===== config.mk =====
export PLATFORM = sky130hd
export DESIGN_NAME = iic_cfg_seq
export DESIGN_NICKNAME = d
export VERILOG_FILES = /design/src/rtl/iic_cfg_seq_pkg.sv /design/src/rtl/iic_cfg_seq_rom.sv /design/src/rtl/iic_cfg_seq.sv
export SDC_FILE = /design/constraint.sdc
export NUM_CORES = 1
export LEC_CHECK = 0
export ABC_CLOCK_PERIOD_IN_PS = 2700
export CAP_MARGIN = 15
export CORE_MARGIN = 5
export CORE_UTILIZATION = 49
export DETAILED_ROUTE_END_ITERATION = 10
export PLACE_DENSITY = 0.73
export SLEW_MARGIN = 20
export SYNTH_ARGS = -nofsm -noshare
export SYNTH_HDL_FRONTEND = slang
export SYNTH_SLANG_ARGS = --single-unit
export TNS_END_PERCENT = 5

===== constraint.sdc =====
create_clock -name i_clk_50m -period 2.7 [get_ports i_clk_50m]
set_input_delay 0.27 -clock i_clk_50m [delete_from_list [all_inputs] [get_ports i_clk_50m]]
set_output_delay 0.27 -clock i_clk_50m [all_outputs]
set_load 0.02 [all_outputs]

===== src/rtl/iic_cfg_seq_pkg.sv =====
// rtl/iic_cfg_seq_pkg.sv - shared definitions for the I2C register-configuration sequencer
package iic_cfg_seq_pkg;

    // Command word presented to iic_cm: {device address, register, data}
    localparam int IIC_WORD_W = 24;

    // One configuration table entry: {register, data}
    localparam int ENTRY_W = 16;

    typedef enum logic [2:0] {
        ST_WAIT_PWR = 3'd0,
        ST_LOAD     = 3'd1,
        ST_GO       = 3'd2,
        ST_GAP      = 3'd3,
        ST_DONE     = 3'd4,
        ST_ERR      = 3'd5
    } cfg_state_t;

    // Bits needed to hold the values 0 .. n-1, never less than one bit
    function automatic int bits_for(input int n);
        return (n <= 2) ? 1 : $clog2(n);
    endfunction

    function automatic int max3(input int a, input int b, input int c);
        int m;
        m = (a > b) ? a : b;
        return (m > c) ? m : c;
    endfunction

endpackage


===== src/rtl/iic_cfg_seq_rom.sv =====
// rtl/iic_cfg_seq_rom.sv - index to {reg, data} configuration table, replaceable per target chip
module iic_cfg_rom
    import iic_cfg_seq_pkg::*;
#(
    parameter int NUM_REGS = 16
) (
    input  logic [7:0]         i_index,
    output logic [ENTRY_W-1:0] o_entry
);

    // Nine bits so that a full 256-entry table still compares correctly
    localparam logic [8:0] LIMIT = 9'(NUM_REGS);

    // Combinational table lookup; anything outside the populated range reads as zero
    always_comb begin
        o_entry = '0;
        if ({1'b0, i_index} < LIMIT) begin
            case (i_index)
                8'd0:    o_entry = 16'h1E00;
                8'd1:    o_entry = 16'h0C00;
                8'd2:    o_entry = 16'h0901;
                8'd3:    o_entry = 16'h0017;
                8'd4:    o_entry = 16'h0217;
                8'd5:    o_entry = 16'h0479;
                8'd6:    o_entry = 16'h0679;
                8'd7:    o_entry = 16'h0812;
                8'd8:    o_entry = 16'h0A06;
                8'd9:    o_entry = 16'h0E42;
                8'd10:   o_entry = 16'h1000;
                8'd11:   o_entry = 16'h1200;
                8'd12:   o_entry = 16'h0C02;
                8'd13:   o_entry = 16'h0A00;
                8'd14:   o_entry = 16'h0812;
                8'd15:   o_entry = 16'h1201;
                default: o_entry = '0;
            endcase
        end
    end

endmodule


===== src/rtl/iic_cfg_seq.sv =====
// rtl/iic_cfg_seq.sv - power-up register-configuration sequencer feeding the I2C command master
module iic_cfg_seq
    import iic_cfg_seq_pkg::*;
#(
    parameter int         NUM_REGS       = 16,
    parameter logic [7:0] DEV_ADDR       = 8'h34,
    parameter int         STARTUP_CYCLES = 50000,
    parameter int         TIMEOUT_CYCLES = 100000,
    parameter int         GAP_CYCLES     = 500,
    parameter int         MAX_RETRY      = 2
) (
    input  logic                  i_clk_50m,
    input  logic                  i_rst,
    input  logic                  i_cfg_start,
    output logic [IIC_WORD_W-1:0] o_iic_data,
    output logic                  o_iic_tr_go,
    input  logic                  i_iic_tr_done,
    output logic                  o_cfg_busy,
    output logic                  o_cfg_done,
    output logic                  o_cfg_err,
    output logic [7:0]            o_cfg_index
);

    // One counter serves the power-up wait, the per-attempt timeout and the gap
    localparam int CNT_W = bits_for(max3(STARTUP_CYCLES, TIMEOUT_CYCLES, GAP_CYCLES));
    localparam int RTY_W = bits_for(MAX_RETRY + 1);

    localparam logic [CNT_W-1:0] STARTUP_LAST = CNT_W'(STARTUP_CYCLES - 1);
    localparam logic [CNT_W-1:0] TIMEOUT_LAST = CNT_W'(TIMEOUT_CYCLES - 1);
    localparam logic [CNT_W-1:0] GAP_LAST     = CNT_W'(GAP_CYCLES - 1);
    localparam logic [7:0]       LAST_IDX     = 8'(NUM_REGS - 1);
    localparam logic [RTY_W-1:0] RTY_MAX      = RTY_W'(MAX_RETRY);

    cfg_state_t             r_state;
    cfg_state_t             w_state_nxt;
    logic [CNT_W-1:0]       r_cnt;
    logic [CNT_W-1:0]       w_cnt_nxt;
    logic [7:0]             r_index;
    logic [7:0]             w_index_nxt;
    logic [RTY_W-1:0]       r_retry;
    logic [RTY_W-1:0]       w_retry_nxt;
    logic [ENTRY_W-1:0]     w_entry;
    logic [IIC_WORD_W-1:0]  r_data;
    logic                   r_go;
    logic                   r_busy;
    logic                   r_done;
    logic                   r_err;

    // The table is addressed with the index the FSM is about to hold, so the
    // word is registered on the edge that enters LOAD and is stable a full
    // cycle before the request rises.
    iic_cfg_rom #(
        .NUM_REGS (NUM_REGS)
    ) u_rom (
        .i_index  (w_index_nxt),
        .o_entry  (w_entry)
    );

    // Next-state, index, retry and shared-counter logic
    always_comb begin
        w_state_nxt = r_state;
        w_index_nxt = r_index;
        w_retry_nxt = r_retry;
        w_cnt_nxt   = '0;

        unique case (r_state)
            ST_WAIT_PWR: begin
                if (r_cnt == STARTUP_LAST) begin
                    w_state_nxt = ST_LOAD;
                    w_index_nxt = '0;
                    w_retry_nxt = '0;
                end
            end
            ST_LOAD: begin
                w_state_nxt = ST_GO;
            end
            ST_GO: begin
                // A completion on the expiry cycle still counts as success
                if (i_iic_tr_done) begin
                    w_retry_nxt = '0;
                    if (r_index == LAST_IDX) begin
                        w_state_nxt = ST_DONE;
                    end else begin
                        w_index_nxt = r_index + 8'd1;
                        w_state_nxt = ST_GAP;
                    end
                end else if (r_cnt == TIMEOUT_LAST) begin
                    if (r_retry < RTY_MAX) begin
                        w_retry_nxt = r_retry + 1'b1;
                        w_state_nxt = ST_GAP;
                    end else begin
                        w_state_nxt = ST_ERR;
                    end
                end
            end
            ST_GAP: begin
                if (r_cnt == GAP_LAST) begin
                    w_state_nxt = ST_LOAD;
                end
            end
            ST_DONE, ST_ERR: begin
                if (i_cfg_start) begin
                    w_state_nxt = ST_LOAD;
                    w_index_nxt = '0;
                    w_retry_nxt = '0;
                end
            end
            default: begin
                w_state_nxt = ST_WAIT_PWR;
            end
        endcase

        // Counter restarts on every state change and rests in the terminal states
        if ((w_state_nxt != r_state) || (r_state == ST_DONE) || (r_state == ST_ERR)) begin
            w_cnt_nxt = '0;
        end else begin
            w_cnt_nxt = r_cnt + 1'b1;
        end
    end

    // State, counter, index and retry registers
    always_ff @(posedge i_clk_50m) begin
        if (i_rst) begin
            r_state <= ST_WAIT_PWR;
            r_cnt   <= '0;
            r_index <= '0;
            r_retry <= '0;
        end else begin
            r_state <= w_state_nxt;
            r_cnt   <= w_cnt_nxt;
            r_index <= w_index_nxt;
            r_retry <= w_retry_nxt;
        end
    end

    // Registered outputs, decoded from the state being entered so they change on the entering edge
    always_ff @(posedge i_clk_50m) begin
        if (i_rst) begin
            r_data <= '0;
            r_go   <= 1'b0;
            r_busy <= 1'b1;
            r_done <= 1'b0;
            r_err  <= 1'b0;
        end else begin
            if (w_state_nxt == ST_LOAD) begin
                r_data <= {DEV_ADDR, w_entry};
            end
            r_go   <= (w_state_nxt == ST_GO);
            r_busy <= !((w_state_nxt == ST_DONE) || (w_state_nxt == ST_ERR));
            r_done <= (w_state_nxt == ST_DONE);
            r_err  <= (w_state_nxt == ST_ERR);
        end
    end

    assign o_iic_data  = r_data;
    assign o_iic_tr_go = r_go;
    assign o_cfg_busy  = r_busy;
    assign o_cfg_done  = r_done;
    assign o_cfg_err   = r_err;
    assign o_cfg_index = r_index;

endmodule


==> results.tsv <==
metric	value	unit
fmax	383	MHz
wl	5.75	mm
combPwrFrac	0.039	
period_needed	2.61	ns
n_fill_cell	478	
ys_types	66	
place_inst	396	
pin_count	40	
numCtsBuffers	5	
rsz0062_at_grt	yes	
firstDrtPassIters	4	
crit_slowest_cell	o211ai_1	
crit_arrival	2.80	ns
start_util	0.508	
fin_worst_skew	0.00494	ns
grt_max_degree	18	
antenna_cells	0	
mappedNetlistArea	2610	um^2
power.density	356	nW/um^2
path_common_cell	buf_4	
slew_violations	0	
finalCritPeriodShare	0.967	
synth_cells	294	
die_w	83	um
coreArea	5140	um^2
synthDominantCellAreaShare	0.353	
tightestPinTransition	0.513	ns
cp-start-kind	flip-flop	
switching_share	0.215	
ff_latch_area	922	um^2
outcome	complete, no violations	
rr_endpoint	o_iic_data[11]	
hold_path.class	reg -> reg	
ant_nets	0	
crit_type	reg -> reg	
async_flop_share	0	
cp_max_fo	12	
slew_headroom	0.656	
cts_setup_buffers	0	
min_to	r_cnt[0]	
power.share.clock	0.344	
holdPathStages	1	
yosys-top-cells-area	dfxtp_1 (35%), nor2_1 (5.7%), buf_4 (4.6%)	
syn_avg_cell_area	8.88	um^2
portBuffers	30	
cp_cell_sequence	ha_2 > and3_1 > nand4_1 > buf_4 > o211ai_1 > a21oi_1 > buf_4 > nand2b_1 > o22a_1 > a32o_1	
drc	0	
clockBufferDepth	2	
viasPerCell	5.44	
synth-edff-count	0	
cpPeakStageDelay	0.43	ns
min_from	r_cnt[0]	
rows	26	
multiInputGateArea	1510	um^2
grt_pass1_wl	9.87	mm
ir_drop	0.000298	V
grt_pass1_vias	2097	
maxCapViolations	0	
cellLeakagePower	1.16	nW
hold_viol	0	
ff2ff_path_depth	10	
clk_latency	0.29	ns
vias	2194	
setup_viol	0	
internal-power	0.873	mW
ys_ff_latch	46	
rrSetupSlack	0.09	ns
drt_iter0_drc	118	
clkSlewWorstSetupHoldPaths	0.08	ns
cts_tree	built	
crit_buf_inv	2	
die_h	83	um
route.detailed.wl_per_inst	14.3	um
critPathCaptureType	flip-flop	
final.setup.worst_slack	0.0897	ns
pre_cts_ws	-0.00604	ns
fin_nets	345	
drive_gt1_frac	0.162	
place_congestion	0.865	
seq_power_share	0.617	
cp_top_family	compound AO/OA/AOI/OAI gates	
htreeDepth	2	
fin_cells	403	
overflow	0	
cts_sinks	46	
ys_seq_area_frac	0.353	
synth_warnings	0	
grt_use_total	0.170	
place_hpwl	4.30	mm
antenna_found_initial	0	
root_buffer	clkbuf_8	
p_switching	0.239	mW
synth_top_area_cell	dfxtp_1	
synth-main-ff-cell	dfxtp_1	
cp.required	2.89	ns
timing.rr.start	r_cnt[1]	
die_area	6890	um^2
syn2layout_area_growth	19.5	%
-- Yosys cell counts (2+ instances only) --
cell type / instances
a21oi_1: 11
a22o_1: 11
a32o_1: 2
and2_1: 2
and3_1: 4
and4_1: 3
and4b_1: 2
buf_2: 7
buf_4: 16
clkbuf_1: 2
dfxtp_1: 46
ha_1: 8
inv_1: 9
mux2_2: 4
mux2i_1: 7
nand2_1: 14
nand2b_1: 6
nand3_1: 10
nand3b_1: 2
nand4_1: 5
nor2_1: 40
nor2b_1: 3
nor3_1: 7
nor3_2: 3
nor4_1: 3
nor4b_1: 2
o21ai_0: 8
o21ai_1: 3
o22ai_1: 3
xnor2_1: 7
xor2_1: 9
-- worst max path at each step --
stage,from,to,slack (ns),cells past startpoint
final,r_cnt[1],o_iic_data[11],0.09,10
after global routing,r_cnt[1],o_iic_data[11],-0.12,10
after CTS,r_cnt[0],o_iic_data[9],0.02,10
after detailed placement,i_iic_tr_done,o_iic_data[4],-0.006,8
after global placement,i_iic_tr_done,o_iic_data[9],0.05,8
after floorplan,o_cfg_index[4],o_iic_data[12],0.02,10
-- placed cells by master (no fill, tap or decap), types with 5 or more instances in the layout --
| cell type | Yosys | final |
|---|---|---|
| conb_1 | 1 | 9 |
| nand2_1 | 14 | 14 |
| xnor2_1 | 7 | 7 |
| a21oi_1 | 11 | 10 |
| nand4_1 | 5 | 5 |
| a22o_1 | 11 | 11 |
| inv_1 | 9 | 9 |
| mux2i_1 | 7 | 7 |
| nand2b_1 | 6 | 6 |
| nor2_1 | 40 | 39 |
| nor3_1 | 7 | 7 |
| clkbuf_8 | 0 | 5 |
| o21ai_0 | 8 | 8 |
| xor2_1 | 9 | 9 |
| buf_4 | 16 | 19 |
| ha_1 | 8 | 6 |
| dfxtp_1 | 46 | 45 |
| clkdlybuf4s50_1 | 0 | 30 |
| nand3_1 | 10 | 10 |
-- sequential cells by signal, indices dropped and copies added, names as in the netlist --
name,count
o_iic_data,12
o_cfg_err,1
o_cfg_done,1
r_cnt,17
r_retry,2
o_iic_tr_go,1
r_state,3
o_cfg_busy,1
o_cfg_index,8
-- layer usage --
| layer | vias up | share of wire | GRT usage |
|---|---|---|---|
| met3 | 8 | 0.052 | 0.0426 |
| met5 | - | 0 | 0 |
| li1 | 1103 | - | - |
| met4 | 0 | 0.014 | 0.0565 |
| met1 | 1022 | 0.47 | 0.220 |
| met2 | 61 | 0.46 | 0.275 |
-- power by group through the flow --
stage | combinational (mW) | sequential, mW | clock [mW]
after floorplan | 0.0423 | 0.701 | 0
after global placement | 0.0421 | 0.701 | 0
after detailed placement | 0.0425 | 0.702 | 0
after CTS | 0.0426 | 0.686 | 0.402
after global routing | 0.0480 | 0.687 | 0.437
final | 0.0435 | 0.686 | 0.383
-- timing repair --
item	4_1_cts	5_1_grt
hold buffers	0	0
gates resized for setup	0	4
endpoints found under the setup margin	0	26
-- cell families after synthesis --
logic type / count (synthesis) / synth area share
flip-flops: 46 / 0.353
AND/OR/NAND/NOR: 119 / 0.260
other: 1 / 0.00144
XOR/XNOR: 16 / 0.0537
AO/OA/AOI/OAI: 56 / 0.166
buffers and inverters: 37 / 0.0839
adder cells (fa/ha/maj): 8 / 0.0383
multiplexers: 11 / 0.0441
-- metrics by stage --
stage / instance area (um^2) / TNS, ns / util / power, mW / hold slack, ns
global route: 3120 / -0.119 / 0.607 / 1.17 / 0.472
finish: 3120 / 0 / 0.607 / 1.11 / 0.433
detailed placement: 3040 / -0.0289 / 0.591 / 0.744 / 0.457
CTS: 3110 / 0 / 0.606 / 1.13 / 0.476
global placement: 3040 / 0 / 0.591 / 0.743 / 0.440
floorplan: 2650 / 0 / - / 0.743 / 0.426
-- cell type report --
class / count / area share
multi-input combinational: 219 / 0.485
sequential: 46 / 0.296
timing repair buffer: 51 / 0.155
tap: 70 / 0.0281
clock buffer: 7 / 0.0245
inverter: 10 / 0.0120
Note: power is estimated with default switching activity, not from simulation.
==> patch 1 (config.mk and constraints unchanged) <==
The 6 states of `cfg_state_t` get a one-hot encoding in 6 bits.
--- a/src/rtl/iic_cfg_seq_pkg.sv
+++ b/src/rtl/iic_cfg_seq_pkg.sv
@@ -7,13 +7,13 @@
     // One configuration table entry: {register, data}
     localparam int ENTRY_W = 16;
 
-    typedef enum logic [2:0] {
-        ST_WAIT_PWR = 3'd0,
-        ST_LOAD     = 3'd1,
-        ST_GO       = 3'd2,
-        ST_GAP      = 3'd3,
-        ST_DONE     = 3'd4,
-        ST_ERR      = 3'd5
+    typedef enum logic [5:0] {
+        ST_WAIT_PWR = 6'b000001,
+        ST_LOAD     = 6'b000010,
+        ST_GO       = 6'b000100,
+        ST_GAP      = 6'b001000,
+        ST_DONE     = 6'b010000,
+        ST_ERR      = 6'b100000
     } cfg_state_t;
 
     // Bits needed to hold the values 0 .. n-1, never less than one bit
Function: no difference found for any inputs over 10 cycles, from zero or initial values and one cycle with i_rst high; not proved beyond that.
==> patch 1 against the original RTL <==
Highest routed layer unchanged; design area up 19%; core utilization grew 5.5 points; wire length rose by 26%; largest power group unchanged; total power rose by 19%; area after synthesis grew 10%; worst setup slack got worse by 21 ps; sequential cell count increased by 3; global-route usage increased by 1.6 points.
==> patch 1: results (changes against the original RTL) <==
number of DRC violations after detailed-routing iteration 0=185 (was 118); flip-flop count of the largest register, all copies and words added=17 (unchanged); first-pass GRT wire length=11400 um (was 9870 um); pre-CTS worst setup slack=-142 ps (was -6.04 ps); outcome=complete, no violations (unchanged); largest fanout on the critical path=4 (was 12); worst-case clock buffer depth=2 (unchanged); LEAKAGE=1.45 nW (was 1.16 nW); portion of the post-synthesis area used by sequential elements=34.1% (was 35.3%); detailed placer's ending HPWL=5250 um (was 4300 um); total global routing overflow=0 (unchanged); total routing usage reported by global routing=18.6% (was 17.0%); I/O Buffers=30 (unchanged); number of antenna violations at the first check in global routing=0 (unchanged); Cell variety after synth=69 (was 66); arrival time of data at the critical path endpoint=2890 ps (was 2800 ps); Top reg by flops=r_cnt (unchanged); clock slew at reported path FFs=100 ps (was 80 ps); vias after detailed routing=2733 (was 2194); via count of the first global-routing pass=2448 (was 2097); worst slew slack as a fraction of its limit=55.5% (was 65.6%); main area contributors after synthesis=dfxtp_1 (34%), nor2_1 (6.9%), nand2_1 (4.1%), xor2_1 (4.0%), buf_4 (3.9%) (was dfxtp_1 (35%), nor2_1 (5.7%), buf_4 (4.6%), ha_1 (3.8%), a22o_1 (3.7%)); maximum vdd ir drop=242 uV (was 298 uV); number of nets in the final layout=422 (was 345); number of fillers in the final layout=485 (was 478); cell class contributing the biggest share of worst-path delay=compound AO/OA/AOI/OAI gates (unchanged); cell depth of the worst min-delay path=2 (was 1); Post-synth top cells=nor2_1 (53), dfxtp_1 (49), nand2_1 (31) (was dfxtp_1 (46), nor2_1 (40), buf_4 (16)); share of synthesized flip-flops with an asynchronous set or reset=0% (unchanged); delay of the slowest cell on the worst path=540 ps (was 430 ps); wire length per cell=15.0 um (was 14.3 um); clock latency on the worst-skew pair=300 ps; final weighted congestion in routability-driven placement=0.941 (was 0.865); setup skew after layout=12.0 ps (was 4.94 ps); fraction of layout instances using a drive strength above 1=25.5% (was 16.2%); diode count=0 (unchanged); slowest cell on the critical path=or4_4 (was o211ai_1)
==> patch 1: cell count changes in the layout (fill, tap and decap cells not counted), moves of 6 or more <==
cell and change:
a22o_1 -10, nor2_1 +14, buf_4 +27, a21oi_1 +6
nand2_1 +16
==> patch 1: cells by family after synthesis <==
group,Yosys count,share of synthesized area (%)
fa+ha+maj,7,3.05
other cells,1,0.131
buf+inv,39,8.45
flops,49,34.1
compound gates,79,19.6
simple gates,148,27.0
mux,5,1.79
xor+xnor,19,5.79
==> patch 1: path summary, 6_finish.rpt <==
path,startpoint,end,slack (ps)
max reg2reg,r_cnt[12],o_iic_data[1],70
max,r_cnt[12],o_iic_data[1],70
min,o_iic_data[12],o_iic_data[12],460
min reg2reg,o_iic_data[12],o_iic_data[12],460
==> patch 1: layout make-up <==
class,count,area share (%)
Multi-Input combinational cell,267,48.7
Sequential cell,49,26.5
Timing Repair Buffer,79,18.3
Tap cell,72,2.43
Clock buffer,7,2.32
Inverter,9,0.910
Clock inverter,1,0.809
==> patch 1: worst reg2reg max path: cells and delay by family (launching register included) <==
| kind | cells | cell delay [ps] |
|---|---|---|
| AND/OR/NAND/NOR | 2 | 830 |
| buffers and inverters | 1 | 80 |
| adder cells (fa/ha/maj) | 1 | 280 |
| flip-flops | 1 | 330 |
| AO/OA/AOI/OAI | 5 | 1000 |
| multiplexers | 1 | 90 |
==> patch 1: timing repair <==
action | 4_1_cts | 5_1_grt
endpoints found under the setup margin | 0 | 10
gates resized for setup | 0 | 35
setup buffers | 0 | 1
==> patch 1: power breakdown <==
group / switching [mW] / internal, mW
registers: 0.00415 / 0.726
logic: 0.0330 / 0.0155
clock network: 0.242 / 0.302
total: 0.279 / 1.04
==> patch 1: stage by stage <==
step	total power, mW	area (sq um)	cells	setup TNS [ps]	hold slack (ps)
after floorplan	0.787	2910	355	0	430
after global placement	0.794	3450	475	-858	441
after detailed placement	0.794	3450	475	-827	438
after CTS	1.33	3570	483	0	471
after global routing	1.37	3710	484	-209	481
final	1.32	3710	484	0	458
==> patch 1: per-layer routing <==
metal | up-vias | GRT usage, % | share of wire [%]
li1 | 1351 | - | -
met1 | 1285 | 23.8 | 46
met2 | 86 | 31.8 | 47
met3 | 11 | 3.42 | 5.1
met4 | 0 | 5.24 | 1.3
met5 | - | 0 | 0
==> patch 2 (same flow settings) <==
Made on the original files. `MAX_RETRY`: 2 -> 1.
--- a/src/rtl/iic_cfg_seq.sv
+++ b/src/rtl/iic_cfg_seq.sv
@@ -7,7 +7,7 @@
     parameter int         STARTUP_CYCLES = 50000,
     parameter int         TIMEOUT_CYCLES = 100000,
     parameter int         GAP_CYCLES     = 500,
-    parameter int         MAX_RETRY      = 2
+    parameter int         MAX_RETRY      = 1
 ) (
     input  logic                  i_clk_50m,
     input  logic                  i_rst,
Formal check against the unedited RTL: same outputs for any inputs over 10 cycles, from zero or initial values and one cycle with i_rst high; that may be too few to reach the edited logic, so the function may still have changed.
==> patch 2 against the original RTL <==
Sequential cell count fell by 1; non-clock buffer count is 2 lower; total power is 1.3% higher; design area grew 1.0%; clock power increased by 5.7%; wire length increased by 0.50%; die area up 1.9%; area after synthesis grew 2.2%; worst setup slack better by 140 ps; critical path type unchanged; critical endpoint is now o_iic_data[4]; largest cell class unchanged.
==> patch 2: results (changes against the original RTL) <==
worst slew slack as a fraction of its limit=66.6% (was 65.6%); final weighted congestion in routability-driven placement=0.859 (was 0.865); via count of the first global-routing pass=2190 (was 2097); Top reg by flops=r_cnt (unchanged); die area=0.00702 sq mm (was 0.00689 sq mm); fraction of layout instances using a drive strength above 1=14.8% (was 16.2%); wire length after detailed routing=5780 um (was 5750 um); main area contributors after synthesis=dfxtp_1 (34%), nor2_1 (7.2%), a21oi_1 (3.9%), buf_4 (3.9%), xnor2_1 (3.9%) (was dfxtp_1 (35%), nor2_1 (5.7%), buf_4 (4.6%), ha_1 (3.8%), a22o_1 (3.7%)); Post-synth top cells=nor2_1 (51), dfxtp_1 (45), nand2_1 (23) (was dfxtp_1 (46), nor2_1 (40), buf_4 (16)); total routing usage reported by global routing=16.4% (was 17.0%); clock slew at reported path FFs=90 ps; number of fillers in the final layout=487 (was 478); largest fanout on the critical path=6 (was 12); outcome=complete, no violations (unchanged); number of nets in the final layout=375 (was 345); LEAKAGE=1.15 nW (was 1.16 nW); first-pass GRT wire length=9670 um (was 9870 um); detailed placer's ending HPWL=4370 um (was 4300 um); setup skew after layout=6.20 ps (was 4.94 ps); average cell area after synthesis=8.21 sq um (was 8.88 sq um); fin cells=434 (was 403); number of DRC violations after detailed-routing iteration 0=211 (was 118); via density per instance=5.50 (was 5.44); maximum vdd ir drop=246 uV (was 298 uV); pre-CTS worst setup slack=56.6 ps (was -6.04 ps)
-- patch 2: cell types whose count changed after synthesis, moves of 6 or more --
cell / delta
nand3_1: +6
nor2_1: +11
nand2_1: +9
a21oi_1: +10
a22o_1: -11
mux2i_1: -6
-- patch 2: cell type report --
type | instances | share of cell area, %
Multi-Input combinational cell | 253 | 50.4
Inverter | 9 | 1.07
Clock buffer | 6 | 2.30
Sequential cell | 45 | 28.7
Clock inverter | 2 | 0.318
Tap cell | 70 | 2.78
Timing Repair Buffer | 49 | 14.5
-- patch 2: path summary, 6_finish.rpt --
path / startpoint / endpoint / slack, ps / cells after the start
min: r_cnt[0] / r_cnt[0] / 440 / 1
max: r_cnt[11] / o_iic_data[4] / 230 / 10
max reg2reg: r_cnt[11] / o_iic_data[4] / 230 / 10
min reg2reg: r_cnt[0] / r_cnt[0] / 440 / 1
-- patch 2: worst max-delay path, cell delays in order (launching register included) --
cell and delay [ps]:
dfxtp_1 360, nor3_1 410, and4bb_2 310, a22oi_2 100
a221oi_4 320, inv_1 140, ha_1 290, inv_1 90
a21oi_1 60, o211ai_1 200, a21oi_1 80
-- patch 2: cell families (layout without fill, tap and decap cells) --
kind of cell	count (synthesis)	in the layout	share of synthesized area [%]
and+or+nand+nor	152	152	31.2
AOI/OAI and AO/OA	66	66	17.1
DFF	45	45	33.8
buffers and inverters	35	66	8.11
xor gates and xnor gates	17	17	5.58
adders and majority gates	8	8	3.75
other	1	9	0.141
muxes	1	1	0.375
-- patch 2: where the power goes --
group          switching, mW  internal (mW)  total, mW
sequential           0.00440          0.667      0.672
clock                  0.226          0.180      0.405
combinational         0.0329         0.0171     0.0499
-- patch 2: timing repair --
action	CTS	global route
setup buffers	0	0
endpoints found under the setup margin	0	8
resized for setup	0	4
-- patch 2: routing by layer --
layer / part of all wire, % / track usage [%] / vias to the layer above
li1: - / - / 1199
met1: 49 / 21.5 / 1107
met2: 43 / 26.2 / 68
met3: 6.1 / 3.46 / 11
met4: 2.1 / 6.73 / 0
met5: 0 / 0 / -
-- patch 2: metrics by stage --
stage / cell area, sq um / util (%) / TNS, ps / power, mW
CTS: 3140 / 60.4 / 0 / 1.14
finish: 3150 / 60.6 / 0 / 1.13
floorplan: 2700 / - / 0 / 0.730
detailed placement: 3060 / 58.8 / 0 / 0.736
global placement: 3060 / 58.8 / 0 / 0.736
global route: 3150 / 60.6 / -0.572 / 1.17
